--- src/rtl/fetch_pkg.sv ---
// fetch_pkg: shared types and helpers for the instruction fetch stage.
//   INSTR_W       instruction width (RV32 fixed 32-bit encodings)
//   XLEN_DEF      default PC width used by fetch_unit
//   PC_MAX_W      widest PC the increment helper supports
//   fetch_entry_t {pc, instr} pair as delivered to ID
//   pc_next()     word-aligned PC increment, callers truncate to their width
package fetch_pkg;

  localparam int INSTR_W  = 32;
  localparam int XLEN_DEF = 32;
  localparam int PC_MAX_W = 64;

  typedef struct packed {
    logic [XLEN_DEF-1:0] pc;
    logic [INSTR_W-1:0]  instr;
  } fetch_entry_t;

  // Increments the word index so the result is always aligned; the caller's
  // truncation to its own PC width gives the modulo-2^XLEN wrap.
  function automatic logic [PC_MAX_W-1:0] pc_next(input logic [PC_MAX_W-1:0] pc);
    return {pc[PC_MAX_W-1:2] + (PC_MAX_W-2)'(1), 2'b00};
  endfunction

endpackage

--- src/rtl/fetch_fifo.sv ---
// fetch_fifo: synchronous prefetch FIFO between the memory response path and ID.
//   clk, rst        clock, synchronous active-high reset (clears storage too)
//   push, push_data write one entry at the tail
//   pop             drop the head entry (ignored when empty)
//   flush           empty the FIFO; overrides push and pop
//   head_data       head entry, straight from storage (registered)
//   count           number of valid entries, 0..DEPTH
module fetch_fifo #(
  parameter int WIDTH = 64,
  parameter int DEPTH = 4
) (
  input  logic                     clk,
  input  logic                     rst,
  input  logic                     push,
  input  logic [WIDTH-1:0]         push_data,
  input  logic                     pop,
  input  logic                     flush,
  output logic [WIDTH-1:0]         head_data,
  output logic [$clog2(DEPTH):0]   count
);

  localparam int AW = $clog2(DEPTH);
  localparam int CW = AW + 1;

  logic [WIDTH-1:0] mem [DEPTH];
  logic [AW-1:0]    wr_ptr;
  logic [AW-1:0]    rd_ptr;
  logic             do_pop;

  assign do_pop = pop && (count != '0);

  // DEPTH is a power of two, so pointer wrap is the natural AW-bit overflow.
  always_ff @(posedge clk) begin
    if (rst) begin
      wr_ptr <= '0;
      rd_ptr <= '0;
      count  <= '0;
      for (int i = 0; i < DEPTH; i++) mem[i] <= '0;
    end else if (flush) begin
      wr_ptr <= '0;
      rd_ptr <= '0;
      count  <= '0;
    end else begin
      if (push) begin
        mem[wr_ptr] <= push_data;
        wr_ptr      <= wr_ptr + AW'(1);
      end
      if (do_pop) rd_ptr <= rd_ptr + AW'(1);
      count <= count + CW'(push) - CW'(do_pop);
    end
  end

  assign head_data = mem[rd_ptr];

endmodule

--- src/rtl/fetch_unit.sv ---
// fetch_unit: instruction fetch stage with prefetch queue and redirect flush.
// Optional feature macro: FETCH_PERF_CNT_EN (adds saturating perf counters).
//   clk, rst                      clock, synchronous active-high reset
//   imem_req_valid_o/ready_i/addr_o  pipelined word-aligned fetch requests
//   imem_rsp_valid_i/data_i       in-order responses, always accepted
//   redirect_i, redirect_pc_i     flush queued + in-flight fetches, restart at PC
//   id_valid_o/ready_i            head-of-queue handshake towards ID
//   id_instr_o, id_pc_o           head instruction and its PC
//   perf_fetched_o                (FETCH_PERF_CNT_EN) FIFO pushes
//   perf_discarded_o              (FETCH_PERF_CNT_EN) dropped responses
module fetch_unit
  import fetch_pkg::*;
#(
  parameter int              XLEN            = XLEN_DEF,
  parameter int              DEPTH           = 4,
  parameter int              MAX_OUTSTANDING = 2,
  parameter logic [XLEN-1:0] RESET_PC        = '0
) (
  input  logic               clk,
  input  logic               rst,
  output logic               imem_req_valid_o,
  input  logic               imem_req_ready_i,
  output logic [XLEN-1:0]    imem_req_addr_o,
  input  logic               imem_rsp_valid_i,
  input  logic [INSTR_W-1:0] imem_rsp_data_i,
  input  logic               redirect_i,
  input  logic [XLEN-1:0]    redirect_pc_i,
  output logic               id_valid_o,
  input  logic               id_ready_i,
  output logic [INSTR_W-1:0] id_instr_o,
  output logic [XLEN-1:0]    id_pc_o
`ifdef FETCH_PERF_CNT_EN
  ,
  output logic [31:0]        perf_fetched_o,
  output logic [31:0]        perf_discarded_o
`endif
);

  localparam int OW = $clog2(MAX_OUTSTANDING + 1);
  localparam int CW = $clog2(DEPTH) + 1;
  localparam int SW = $clog2(DEPTH + MAX_OUTSTANDING + 1) + 1;
  localparam int EW = XLEN + INSTR_W;

  logic [XLEN-1:0] pc_q;
  logic [XLEN-1:0] rsp_pc_q;
  logic [OW-1:0]   inflight_q;
  logic [OW-1:0]   discard_q;
  logic [CW-1:0]   fifo_count;
  logic [EW-1:0]   head_data;
  logic [SW-1:0]   credit_used;
  logic [XLEN-1:0] redirect_aligned;
  logic            req_fire;
  logic            rsp_push;
  logic            rsp_drop;
  logic            id_pop;
  logic            unused_bits;

  assign redirect_aligned = {redirect_pc_i[XLEN-1:2], 2'b00};
  assign unused_bits      = ^redirect_pc_i[1:0];

  // Stale in-flight responses will be dropped, so they do not hold a FIFO
  // slot; only live requests plus queued entries count against DEPTH.
  assign credit_used = SW'(fifo_count) + SW'(inflight_q) - SW'(discard_q);

  assign imem_req_valid_o = !rst && !redirect_i
                            && (inflight_q < OW'(MAX_OUTSTANDING))
                            && (credit_used < SW'(DEPTH));
  assign imem_req_addr_o  = pc_q;
  assign req_fire         = imem_req_valid_o && imem_req_ready_i;

  assign rsp_push = imem_rsp_valid_i && !redirect_i && (discard_q == '0);
  assign rsp_drop = imem_rsp_valid_i && (redirect_i || (discard_q != '0));
  assign id_pop   = id_valid_o && id_ready_i && !redirect_i;

  // ---- request / response bookkeeping ----
  always_ff @(posedge clk) begin
    if (rst) begin
      pc_q       <= RESET_PC;
      rsp_pc_q   <= RESET_PC;
      inflight_q <= '0;
      discard_q  <= '0;
    end else if (redirect_i) begin
      // No request is issued in a redirect cycle, so only a response can
      // retire; everything still outstanding afterwards is stale.
      pc_q       <= redirect_aligned;
      rsp_pc_q   <= redirect_aligned;
      inflight_q <= inflight_q - OW'(imem_rsp_valid_i);
      discard_q  <= inflight_q - OW'(imem_rsp_valid_i);
    end else begin
      if (req_fire) pc_q <= XLEN'(pc_next(PC_MAX_W'(pc_q)));
      inflight_q <= inflight_q + OW'(req_fire) - OW'(imem_rsp_valid_i);
      if (imem_rsp_valid_i) begin
        if (discard_q != '0) discard_q <= discard_q - OW'(1);
        else                 rsp_pc_q  <= XLEN'(pc_next(PC_MAX_W'(rsp_pc_q)));
      end
    end
  end

  // ---- prefetch queue towards ID ----
  fetch_fifo #(
    .WIDTH(EW),
    .DEPTH(DEPTH)
  ) u_fifo (
    .clk       (clk),
    .rst       (rst),
    .push      (rsp_push),
    .push_data ({rsp_pc_q, imem_rsp_data_i}),
    .pop       (id_pop),
    .flush     (redirect_i),
    .head_data (head_data),
    .count     (fifo_count)
  );

  assign id_valid_o = (fifo_count != '0);
  assign id_pc_o    = head_data[INSTR_W +: XLEN];
  assign id_instr_o = head_data[INSTR_W-1:0];

`ifdef FETCH_PERF_CNT_EN
  // ---- saturating performance counters ----
  always_ff @(posedge clk) begin
    if (rst) begin
      perf_fetched_o   <= '0;
      perf_discarded_o <= '0;
    end else begin
      if (rsp_push && (perf_fetched_o != '1))   perf_fetched_o   <= perf_fetched_o + 32'd1;
      if (rsp_drop && (perf_discarded_o != '1)) perf_discarded_o <= perf_discarded_o + 32'd1;
    end
  end
`else
  // Without counters the drop indication has no consumer.
  logic unused_perf;
  assign unused_perf = rsp_drop;
`endif

endmodule

--- config.mk ---
export PLATFORM = sky130hd
export DESIGN_NAME = fetch_unit
export DESIGN_NICKNAME = d
export VERILOG_FILES = /design/src/rtl/fetch_pkg.sv /design/src/rtl/fetch_fifo.sv /design/src/rtl/fetch_unit.sv
export SDC_FILE = /design/constraint.sdc
export NUM_CORES = 1
export LEC_CHECK = 0
export ABC_AREA = 1
export ABC_CLOCK_PERIOD_IN_PS = 13000
export BUFFER_PORTS_ARGS = -buffer_cell sky130_fd_sc_hd__buf_2
export CORE_MARGIN = 3
export CORE_UTILIZATION = 37
export DETAILED_ROUTE_END_ITERATION = 16
export PLACE_DENSITY = 0.58
export SLEW_MARGIN = 20
export SYNTH_ARGS = -nofsm -noshare
export SYNTH_HDL_FRONTEND = slang
export SYNTH_HIERARCHICAL = 1
export SYNTH_SLANG_ARGS = --single-unit
export TNS_END_PERCENT = 30
--- constraint.sdc ---
create_clock -name clk -period 13 [get_ports clk]
set_input_delay 0 -clock clk [delete_from_list [all_inputs] [get_ports clk]]
set_output_delay 0 -clock clk [all_outputs]
set_load 0.03 [all_outputs]
==> reports/summary.md <==
CTS placed an instance of clkbuf_16 at the clock tree root. Post-CTS repair changed the size of 0 cells. For this run, the detailed router's first-pass iteration total came to 5. The count of endpoints failing hold in the final timing report was 0; the mean instance size in the synthesized netlist was 8.87 sq um. Registers take 0.00915 sq mm. Critical hold path startpoint: imem_req_ready_i. The critical path class was reg -> out. The synthesized design contains 329 register bits.

Timing would allow up to 280 MHz. Terminus of the critical flop-to-flop path: u_fifo/mem[0][37]. The tools report the worst clock skew on the final layout as 0.0157 ns. The number of enable-type register cells in the synthesized netlist was 256; the overall die width was 215 um. For the total overflow reported by the global router, the log shows 0. The run gives 13200 as the via count.

The portion of synthesized cell area occupied by the leading cell type is 47.5%. The average routed wire per standard cell works out to 16.9 um. The commonest cells after synthesis are 388 x nor2_1, 256 x edfxtp_1, 247 x nand2_1. The internal power contribution came out at 1.87 mW.

The floorplan die height was 215 um; the initial antenna violation count was 0. For the final routed database, the setup TNS stands at 0 ns. The later pin in the worst-skew pair is clocked with a latency of 0.55 ns. Detailed placer's ending HPWL: 25.7 mm. Effective utilization at floorplan: 38.0%. Clock tree synthesis inserted a total of 38 buffers. The worst relative slew slack was 28.5%. Setup violations remaining at the end of the flow were counted as 0.

For this run, the leading register cell type out of synthesis is edfxtp_1. The tools report the register-to-register setup slack as 9.45 ns. The leakage dissipation was 7.58 nW. In the synthesized netlist the async set-or-reset flop fraction comes to 0%.

The worst path needs 3.58 ns of the cycle, external delays included. After synthesis the cells add up to 0.0162 sq mm. The logs give 12700 for the number of global-route vias before repair and 69.5 mm for the first-pass GRT wire length. In the final layout, the multi-input gates occupy 0.00590 sq mm. The worst setup path is launched from a flip-flop. The number of buffers added for setup after CTS is 0, and the share of the clock period used by the worst path is 27.5%.

For the total global-route track usage, the log shows 18.7%. Net switching is 25.0% of the power. By area the synthesized netlist is led by edfxtp_1 48%, dfxtp_1 9.0%, nor2_1 9.0%. The launch instance of the worst register-to-register path is discard_q[0]. The post-route antenna net violation count was 0; the worst-path maximum fanout was 65. The run gives 0.0426 sq mm as the placeable core area. The logs give 48.6% for the fraction of power consumed by sequential logic and 3.58 ns for the data arrival at the endpoint of the critical path.

In this run the power spent charging and discharging nets is 0.622 mW. The max-slew violation count was 0; the utilization after layout was 45.2%. The number of port buffers is 163, and the fraction of final layout cells with drive strength greater than 1 is 16.4%.

CTS clock-pin slew for the worst setup and hold paths: 0.06 ns. CTS built an H-tree with a depth of 2. TritonCTS built the clock tree. In this run, post-CTS hold repair placed 66 buffers. After filler insertion, the fill cell instance count of the layout stands at 4169. The data required time of the critical path is 13.00 ns. Max-cap violations in this run came to 0.

The part of the power in combinational logic is 9.4%. In the post-synthesis netlist, the cell with the most instances is nor2_1. The congestion estimate from routability-driven global placement came to 0.880. The run gives 44 as the distinct cell type count of the synthesized netlist. Setup repair after global routing left no endpoint under its margin. The final routed wirelength across all metal layers was 44.3 mm. The sequential element share of the synthesized area is 56.6%, and the part of the power in the clock network is 42.1%.

The worst hold path depth was 5. The path class of the tightest hold or removal check is in -> reg. The logs give 329 for the number of clock sinks seen by CTS and 6 for the total of warnings raised by yosys. For this design the ratio of total power to cell area is 130 mW/mm^2. The detailed-route vias per instance works out to 5.05.

The flow ran to the end, and the final reports show no timing, DRC or antenna violations. No sink is reached through more buffers than the 3 on the longest clock path. The worst setup path is captured at an output pin. Synthesis produced 1824 cells.

The die covers 0.0463 sq mm. At the pin with the least slew margin, the transition time is 1.07 ns. 0 antenna diodes ended up in the layout. The number of top-level pins was 168. The run gives 0.0000672 V as the maximum vdd drop. Compared with the post-synthesis result, the final layout area differs by 19.0%. The number of core rows is 75. The final net count came out at 2092. In this run, the number of DRC markers left after iteration 0 of detailed routing was 1071. The largest total area in the synthesized netlist belongs to edfxtp_1. For the worst hold slack across all endpoints, the log shows 0.0702 ns.

For this run, design rule violations remaining after detail routing come to 0. The run gives 89 as the maximum number of pins on one net before global-route repair. The depth of the most critical reg-to-reg path works out to 10. The path with the worst hold slack has its endpoint at imem_req_addr_o[18].
==> power groups by stage <==
stage               Sequential, mW  Combinational (mW)  Clock [mW]
finish                        1.21               0.233        1.05
global route                  1.22               0.258        1.11
CTS                           1.21               0.236        1.08
detailed placement            1.23               0.219           0
global placement              1.23               0.217           0
floorplan                     1.24               0.137           0
==> cell type report <==
cell class	count	share of cell area (%)
Clock inverter	19	0.988
Inverter	173	3.38
Clock buffer	51	5.36
Multi-Input combinational cell	1222	30.7
Sequential cell	329	47.6
Tap cell	577	3.75
Timing Repair Buffer	245	8.30
==> critical path: stages (launching register included) <==
cell      delay (ns)
dfxtp_2         0.31
buf_4           0.60
clkinv_1        1.01
buf_4           0.60
o21ai_0         0.13
o22ai_1         0.13
buf_2           0.20
==> per-stage QoR <==
step	area, sq um	total power, mW	instances	setup slack (ns)
final	19200	2.49	2616	9.42
after global routing	19200	2.59	2616	9.16
after CTS	19200	2.53	2616	9.34
after detailed placement	17400	1.45	2480	9.38
after global placement	17400	1.45	2480	9.41
after floorplan	16200	1.38	1827	6.64
==> metal layers <==
layer | GRT usage (%) | part of all wire, % | up-vias | wire, um
met5 | 0 | 0 | - | 0
met4 | 4.23 | 1.6 | 0 | 714
met3 | 3.15 | 6.0 | 54 | 2640
met2 | 31.5 | 48 | 412 | 21200
met1 | 25.3 | 45 | 6288 | 19700
li1 | - | - | 6465 | -
==> cell families after synthesis <==
kind of cell	count (synthesis)	synth area share [%]
simple gates	877	23.8
flops	329	56.6
compound gates	311	10.4
buf+inv	276	7.28
xor+xnor	17	0.921
fa+ha+maj	13	1.10
other cells	1	0.0232
==> placed cells by master (no fill, tap or decap), types with 3 or more instances in the layout <==
master           n
o21bai_1         3
inv_2            6
buf_2          163
a21oi_1         46
or2_2            4
bufinv_16        3
nand2_4          5
clkinv_1         8
a31oi_1         12
conb_1           4
xnor2_1          3
nand2_1        242
nor2_1         388
nand2_2          5
clkinv_2         9
o21ai_0        170
nand4_1          8
nand3_1         74
nor3_1          58
nor2_2          57
inv_1          163
o21ai_1          9
dlygate4sd3_1   66
edfxtp_1       256
o22ai_1         64
nand3b_1        10
clkbuf_1        11
dfxtp_1         71
ha_1            11
xor2_1          14
clkbuf_16       39
or2_1            3
nor2_4          14
buf_4           16
==> how the worst max path moves through the flow <==
stage	depth (start not counted)	to	start
4_1_cts	6	id_instr_o[3]	flip-flop
6_report	6	id_instr_o[3]	flip-flop
2_1_floorplan	7	u_fifo/mem[3][0]	discard_q[0]
3_3_place_gp	10	u_fifo/mem[0][28]	discard_q[0]
3_5_place_dp	10	u_fifo/mem[0][30]	discard_q[1]
5_1_grt	10	u_fifo/mem[0][47]	discard_q[0]
==> flip-flops by register name (all words and copies together), names as in the netlist, named ones only <==
| name | flops |
|---|---|
| u_fifo/count | 3 |
| imem_req_addr_o | 30 |
| inflight_q | 2 |
| u_fifo/rd_ptr | 2 |
| u_fifo/wr_ptr | 2 |
| rsp_pc_q | 30 |
| discard_q | 2 |
| u_fifo/mem | 256 |
No activity file was read; power rests on OpenSTA's default activity.
